<file path="config.mk">
export PLATFORM = sky130hd
export DESIGN_NAME = stopwatch_ctrl_flat
export DESIGN_NICKNAME = d
export VERILOG_FILES = /design/src/rtl/stopwatch_ctrl_if.sv /design/src/rtl/stopwatch_ctrl.sv /design/src/flat_wrapper.sv
export SDC_FILE = /design/constraint.sdc
export NUM_CORES = 1
export LEC_CHECK = 0
export BUFFER_PORTS_ARGS = -buffer_cell sky130_fd_sc_hd__buf_4
export CAP_MARGIN = 20
export CORE_MARGIN = 2
export CORE_UTILIZATION = 40
export CTS_BUF_LIST = sky130_fd_sc_hd__clkbuf_2 sky130_fd_sc_hd__clkbuf_4 sky130_fd_sc_hd__clkbuf_8
export CTS_CLUSTER_SIZE = 40
export DETAILED_ROUTE_END_ITERATION = 8
export PLACE_DENSITY = 0.7
export SKIP_CTS_REPAIR_TIMING = 1
export SLEW_MARGIN = 0
export SYNTH_ARGS = -nofsm -noshare
export SYNTH_HDL_FRONTEND = slang
export SYNTH_SLANG_ARGS = --single-unit
</file>
<file path="constraint.sdc">
create_clock -name clk -period 2.3 [get_ports clk]
set_clock_uncertainty 0.1 [all_clocks]
set_input_delay 0 -clock clk [delete_from_list [all_inputs] [get_ports clk]]
set_output_delay 0 -clock clk [all_outputs]
set_load 0.005 [all_outputs]
</file>
<file path="src/rtl/stopwatch_ctrl_if.sv">
// Stopwatch front-panel data bundle: counter digits in,
// run/clear and display controls out.
interface stopwatch_ctrl_if;
  logic [15:0] live_data;
  logic        run;
  logic        sw_clear;
  logic [15:0] disp_data;
  logic [3:0]  digit_display;
  logic [3:0]  digit_point;

  modport master (
    input  live_data,
    output run,
    output sw_clear,
    output disp_data,
    output digit_display,
    output digit_point
  );

  modport slave (
    output live_data,
    input  run,
    input  sw_clear,
    input  disp_data,
    input  digit_display,
    input  digit_point
  );
endinterface

</file>
<file path="src/rtl/stopwatch_ctrl.sv">
// Stopwatch front-panel controller: button debounce, run/lap FSM, display mux.
// Optional pause blink enabled by defining BLINK_ON_PAUSE_EN.
module stopwatch_ctrl #(
  parameter int DEBOUNCE_CYCLES = 1000000
`ifdef BLINK_ON_PAUSE_EN
  ,
  parameter int BLINK_CYCLES = 50000000
`endif
) (
  input  logic clk,
  input  logic reset,
  input  logic btn_start_stop,
  input  logic btn_lap_reset,
  stopwatch_ctrl_if.master bus
);

  localparam int DBW =
    (DEBOUNCE_CYCLES > 1) ? $clog2(DEBOUNCE_CYCLES) : 1;
  localparam logic [DBW-1:0] DB_MAX = DBW'(DEBOUNCE_CYCLES - 1);

  typedef enum logic [1:0] {
    IDLE    = 2'd0,
    RUNNING = 2'd1,
    LAP     = 2'd2,
    PAUSED  = 2'd3
  } state_t;

  // bit 0 = start/stop, bit 1 = lap/reset
  logic [1:0]     btn_raw;
  logic [1:0]     sync1;
  logic [1:0]     sync2;
  logic [1:0]     stable;
  logic [1:0]     press;
  logic [DBW-1:0] db_cnt [2];

  assign btn_raw = {btn_lap_reset, btn_start_stop};

  always_ff @(posedge clk) begin
    if (reset) begin
      sync1     <= '0;
      sync2     <= '0;
      stable    <= '0;
      press     <= '0;
      db_cnt[0] <= '0;
      db_cnt[1] <= '0;
    end else begin
      sync1 <= btn_raw;
      sync2 <= sync1;
      press <= '0;
      for (int i = 0; i < 2; i++) begin
        if (sync2[i] != stable[i]) begin
          if (db_cnt[i] == DB_MAX) begin
            stable[i] <= sync2[i];
            db_cnt[i] <= '0;
            press[i]  <= sync2[i];
          end else begin
            db_cnt[i] <= db_cnt[i] + 1'b1;
          end
        end else begin
          db_cnt[i] <= '0;
        end
      end
    end
  end

  logic   press_ss;
  logic   press_lr;
  state_t state;
  state_t state_nx;
  logic   clear_evt;
  logic   lap_load;

  assign press_ss = press[0];
  assign press_lr = press[1];

  // start/stop takes priority when both pulses coincide
  always_comb begin
    state_nx  = state;
    clear_evt = 1'b0;
    lap_load  = 1'b0;
    unique case (state)
      IDLE: begin
        if (press_ss)      state_nx  = RUNNING;
        else if (press_lr) clear_evt = 1'b1;
      end
      RUNNING: begin
        if (press_ss) begin
          state_nx = PAUSED;
        end else if (press_lr) begin
          state_nx = LAP;
          lap_load = 1'b1;
        end
      end
      LAP: begin
        if (press_ss)      state_nx = PAUSED;
        else if (press_lr) state_nx = RUNNING;
      end
      PAUSED: begin
        if (press_ss) begin
          state_nx = RUNNING;
        end else if (press_lr) begin
          state_nx  = IDLE;
          clear_evt = 1'b1;
        end
      end
      default: state_nx = IDLE;
    endcase
  end

  logic [15:0] lap_reg;
  logic [15:0] lap_nx;
  logic        run_q;
  logic        clr_q;
  logic [15:0] disp_q;
  logic [3:0]  point_q;

  assign lap_nx = lap_load ? bus.live_data : lap_reg;

  // Outputs are computed from the next state so they settle
  // together with the state register.
  always_ff @(posedge clk) begin
    if (reset) begin
      state   <= IDLE;
      lap_reg <= '0;
      run_q   <= 1'b0;
      clr_q   <= 1'b0;
      disp_q  <= '0;
      point_q <= 4'b0100;
    end else begin
      state   <= state_nx;
      lap_reg <= lap_nx;
      run_q   <= (state_nx == RUNNING) || (state_nx == LAP);
      clr_q   <= clear_evt;
      disp_q  <= (state_nx == LAP) ? lap_nx : bus.live_data;
      point_q <= (state_nx == LAP) ? 4'b0101 : 4'b0100;
    end
  end

  assign bus.run         = run_q;
  assign bus.sw_clear    = clr_q;
  assign bus.disp_data   = disp_q;
  assign bus.digit_point = point_q;

`ifdef BLINK_ON_PAUSE_EN
  localparam int BLW =
    (BLINK_CYCLES > 1) ? $clog2(BLINK_CYCLES) : 1;
  localparam logic [BLW-1:0] BL_MAX = BLW'(BLINK_CYCLES - 1);

  logic [BLW-1:0] blink_cnt;
  logic           blink_on;

  // Held at 0/on outside PAUSED so each entry starts a fresh on phase
  always_ff @(posedge clk) begin
    if (reset) begin
      blink_cnt <= '0;
      blink_on  <= 1'b1;
    end else if (state != PAUSED) begin
      blink_cnt <= '0;
      blink_on  <= 1'b1;
    end else if (blink_cnt == BL_MAX) begin
      blink_cnt <= '0;
      blink_on  <= ~blink_on;
    end else begin
      blink_cnt <= blink_cnt + 1'b1;
    end
  end

  assign bus.digit_display =
    ((state == PAUSED) && !blink_on) ? 4'b0000 : 4'b1111;
`else
  assign bus.digit_display = 4'b1111;
`endif

endmodule
</file>
<file path="src/flat_wrapper.sv">
// flat-port wrapper written by rule: the top's interface ports become plain ports
module stopwatch_ctrl_flat 
#(
  parameter int DEBOUNCE_CYCLES = 1000000

)
  (clk, reset, btn_start_stop, btn_lap_reset, bus_live_data, bus_run, bus_sw_clear, bus_disp_data, bus_digit_display, bus_digit_point);
  stopwatch_ctrl_if bus_i ();
  input  logic clk;
  input  logic reset;
  input  logic btn_start_stop;
  input  logic btn_lap_reset;
  input wire logic [$bits(bus_i.live_data)-1:0] bus_live_data;
  output wire logic [$bits(bus_i.run)-1:0] bus_run;
  output wire logic [$bits(bus_i.sw_clear)-1:0] bus_sw_clear;
  output wire logic [$bits(bus_i.disp_data)-1:0] bus_disp_data;
  output wire logic [$bits(bus_i.digit_display)-1:0] bus_digit_display;
  output wire logic [$bits(bus_i.digit_point)-1:0] bus_digit_point;
  assign bus_i.live_data = bus_live_data;
  assign bus_run = bus_i.run;
  assign bus_sw_clear = bus_i.sw_clear;
  assign bus_disp_data = bus_i.disp_data;
  assign bus_digit_display = bus_i.digit_display;
  assign bus_digit_point = bus_i.digit_point;
  stopwatch_ctrl #(.DEBOUNCE_CYCLES(DEBOUNCE_CYCLES)) u_core (.clk(clk), .reset(reset), .btn_start_stop(btn_start_stop), .btn_lap_reset(btn_lap_reset), .bus(bus_i));
endmodule
</file>
==> metrics.txt <==
# TYPE chip_impl_metric gauge
chip_impl_metric{name="worstPathMaxFanout",unit=""} 8
chip_impl_metric{name="globalRouteOverflowTotal",unit=""} 0
chip_impl_metric{name="global_route.usage.total",unit="%"} 14.7
chip_impl_info{name="startpoint_type",value="flip-flop"} 1
chip_impl_metric{name="worst_path_largest_cell_delay",unit="ns"} 0.58
chip_impl_metric{name="timing.max_cap.violations",unit=""} 0
chip_impl_info{name="max_stage_delay_cell_worst_path",value="or4_4"} 1
chip_impl_metric{name="netSwitchingPower",unit="W"} 0.000664
chip_impl_metric{name="clock_sinks",unit=""} 85
chip_impl_info{name="cp_cell_sequence",value="ha_2, nand2_1, or4_4, or4_1, a21oi_1"} 1
chip_impl_metric{name="yosys_register_bits",unit=""} 85
chip_impl_metric{name="synth-seq-area-share",unit="%"} 53.9
chip_impl_metric{name="p_sw_share",unit="%"} 22.9
chip_impl_metric{name="max_freq",unit="GHz"} 0.468
chip_impl_info{name="status",value="complete, no violations"} 1
chip_impl_info{name="yosys_most_used_dff",value="dfxtp_1"} 1
chip_impl_metric{name="yosys_warnings",unit=""} 0
chip_impl_metric{name="via_per_inst",unit=""} 4.79
chip_impl_metric{name="cell_row_count",unit=""} 36
chip_impl_metric{name="finalCoreUtilization",unit="%"} 50.7
chip_impl_metric{name="post_synthesis_instance_total",unit=""} 420
chip_impl_info{name="cpLargestDelayFamily",value="simple AND/OR/NAND/NOR gates"} 1
chip_impl_metric{name="finalWeightedCongestion",unit=""} 0.884
chip_impl_metric{name="preCtsSetupSlack",unit="ns"} -0.0912
chip_impl_metric{name="worst_ep_required_time",unit="ns"} 2.40
chip_impl_metric{name="clock_power_share",unit="%"} 36.1
chip_impl_metric{name="finalSetupTns",unit="ns"} 0
chip_impl_metric{name="count_of_flip_flops_with_a_built_in_enable_after_synthesis",unit=""} 40
chip_impl_metric{name="via_count_of_the_first_global_routing_pass",unit=""} 2833
chip_impl_info{name="clk_root_buffer_cell",value="clkbuf_8"} 1
chip_impl_metric{name="global_route_wire_length_before_repair",unit="mm"} 12.3
chip_impl_metric{name="placed_area",unit="um2"} 4490
chip_impl_metric{name="finalHoldViolations",unit=""} 0
chip_impl_metric{name="finalPower",unit="W"} 0.00290
chip_impl_metric{name="clock_insertion_delay_worst_skew",unit="ns"} 0.35
chip_impl_metric{name="layout_min_cycle_time",unit="ns"} 2.14
chip_impl_metric{name="worst_setup_hold_path_clk_slew",unit="ns"} 0.08
chip_impl_info{name="synth.largest_area_cell",value="edfxtp_1"} 1
chip_impl_metric{name="internal-power",unit="W"} 0.00223
chip_impl_metric{name="wire_length_per_cell",unit="um"} 11.3
chip_impl_metric{name="synth_largest_type_area_fraction",unit="%"} 30.8
chip_impl_metric{name="h-tree-depth",unit=""} 3
chip_impl_metric{name="drc_errors",unit=""} 0
chip_impl_metric{name="pin_count_of_the_biggest_net_entering_global_routing",unit=""} 48
chip_impl_info{name="critical_path.endpoint_type",value="flip-flop"} 1
chip_impl_metric{name="multi_input_comb_area",unit="um2"} 1810
chip_impl_metric{name="max-clock-path-buffers",unit=""} 2
chip_impl_metric{name="largest_register_ffs",unit=""} 40
chip_impl_metric{name="drtAntennaViolNets",unit=""} 0
chip_impl_metric{name="place.detailed.hpwl",unit="mm"} 5.04
chip_impl_metric{name="p_seq_share",unit="%"} 57.6
chip_impl_metric{name="die-width",unit="um"} 103
chip_impl_metric{name="ioPinCount",unit=""} 46
chip_impl_metric{name="seq_area",unit="um2"} 2100
chip_impl_metric{name="detailedRoute.firstIterationViolations",unit=""} 151
chip_impl_metric{name="finish.net_count",unit=""} 547
chip_impl_metric{name="cp.buffers_inverters",unit=""} 0
chip_impl_metric{name="flow.area_growth_from_synthesis",unit="%"} 25.4
chip_impl_info{name="rsz0062_at_grt",value="false"} 1
chip_impl_info{name="synth_top_cells_by_area",value="edfxtp_1 (31%), dfxtp_1 (23%), nand2_1 (7.7%)"} 1
chip_impl_metric{name="crit_arrival",unit="ns"} 2.24
chip_impl_metric{name="routed_wl",unit="mm"} 7.46
chip_impl_metric{name="buffer_ports.inserted",unit=""} 38
chip_impl_metric{name="die-height",unit="um"} 103
chip_impl_metric{name="synth.cell_area",unit="um2"} 3900
chip_impl_info{name="path_class",value="flip-flop to flip-flop"} 1
chip_impl_metric{name="power.leakage",unit="nW"} 1.83
chip_impl_metric{name="initial_antenna_violation_count",unit=""} 0
chip_impl_metric{name="syn-mean-instance-area",unit="um2"} 9.29
chip_impl_metric{name="slew_violations",unit=""} 0
chip_impl_metric{name="final_design_area_no_fill",unit="um2"} 4890
chip_impl_metric{name="layout-drive-gt1-share",unit="%"} 14.7
chip_impl_metric{name="max_slew.worst_pin.slew",unit="ns"} 0.634
chip_impl_metric{name="core",unit="um2"} 9640
chip_impl_metric{name="minimum_setup_slack_in_the_final_design",unit="ns"} 0.165
chip_impl_metric{name="synth_cell_type_count",unit=""} 39
chip_impl_metric{name="ir_worst_vdd",unit="uV"} 421
chip_impl_metric{name="tritoncts.num_buffers",unit=""} 9
chip_impl_metric{name="timing.final.setup_violations",unit=""} 0
chip_impl_metric{name="diodes",unit=""} 0
chip_impl_metric{name="detailedRoute.firstPassIterationCount",unit=""} 4
chip_impl_info{name="synth_common_cells",value="nand2_1 (80), a21oi_1 (49), dfxtp_1 (45)"} 1
chip_impl_info{name="cts_tree",value="yes"} 1
chip_impl_metric{name="power_frac_comb",unit="%"} 6.3
chip_impl_metric{name="num-fill-cells",unit=""} 910
chip_impl_metric{name="maxSlewHeadroom",unit="%"} 57.3
chip_impl_metric{name="fp.dieArea",unit="um2"} 10600
chip_impl_info{name="hold_path.class",value="primary input to flip-flop"} 1
chip_impl_metric{name="synth_async_sr_flop_share",unit="%"} 0
chip_impl_metric{name="finalCritPeriodShare",unit="%"} 92.8
chip_impl_metric{name="initial_core_util",unit="%"} 40.5
chip_impl_metric{name="power_per_cell_area",unit="nW/um2"} 592
chip_impl_info{name="yosys.cell_count.top_type",value="nand2_1"} 1
chip_impl_metric{name="vias",unit=""} 3151
[final cells by class]
type,instances,share of cell area (%)
Timing Repair Buffer,68,11.5
Inverter,13,0.998
Multi-Input combinational cell,343,37.1
Sequential cell,85,43.0
Tap cell,133,3.40
Clock inverter,7,1.53
Clock buffer,9,2.53
[worst register-to-register path: cells and delay by family (launching register included)]
family / cells / cell delay (ns)
flip-flops: 1 / 0.42
AO/OA/AOI/OAI: 1 / 0.15
AND/OR/NAND/NOR: 3 / 1.09
adder cells (fa/ha/maj): 1 / 0.24
[stage by stage]
| step | hold WS (ns) | cells |
|---|---|---|
| 2_1_floorplan | 0.0282 | 465 |
| 3_3_place_gp | 0.132 | 623 |
| 3_5_place_dp | 0.134 | 623 |
| 4_1_cts | -0.236 | 639 |
| 5_1_grt | 0.329 | 658 |
| 6_report | 0.320 | 658 |
[metal layers]
metal / GRT usage (%) / routed length (um) / up-vias / share of wire [%]
met2: 23.9 / 3700 / 46 / 50
met3: 4.61 / 285 / 11 / 3.8
li1: - / - / 1603 / -
met4: 4.05 / 106 / 0 / 1.4
met5: 0 / 0 / - / 0
met1: 19.2 / 3360 / 1491 / 45
[logic make-up (layout without fill, tap and decap cells)]
logic type                 Yosys count  count (layout)  synth area share [%]
AOI/OAI and AO/OA                   69              69                  9.27
xor gates and xnor gates            24              24                  5.39
adders and majority gates            7               7                  2.25
buffers and inverters               37              97                  4.27
DFF                                 85              85                  53.9
other                                2              47                 0.193
and+or+nand+nor                    196             196                  24.7
[power by group through the flow]
| stage | Combinational [W] | Clock (W) | Sequential [W] |
|---|---|---|---|
| 6_report | 0.000182 | 0.00105 | 0.00167 |
| 5_1_grt | 0.000208 | 0.00114 | 0.00167 |
| 4_1_cts | 0.000154 | 0.00108 | 0.00167 |
| 3_5_place_dp | 0.000154 | 0 | 0.00170 |
| 3_3_place_gp | 0.000150 | 0 | 0.00170 |
| 2_1_floorplan | 0.0000892 | 0 | 0.00170 |
[layout by cell type (no fill, tap or decap), types with 10 or more instances in the layout]
master         instances
a21oi_1               49
buf_4                 48
conb_1                47
dfxtp_1               45
dlygate4sd3_1         19
edfxtp_1              40
inv_1                 13
nand2_1               80
nand3_1               14
nor2_1                35
o21ai_0               12
or3_1                 10
xnor2_1               14
xor2_1                10
[path summary, 6_finish.rpt]
path,from,end,slack [ns],cells past startpoint
max,u_core.db_cnt[0][0],u_core.db_cnt[0][18],0.16,5
min,btn_start_stop,u_core.sync1[0],0.32,3
max reg2reg,u_core.db_cnt[0][0],u_core.db_cnt[0][18],0.16,5
min reg2reg,u_core.sync1[1],u_core.sync2[1],0.34,1
(Power assumes the default switching activity.)
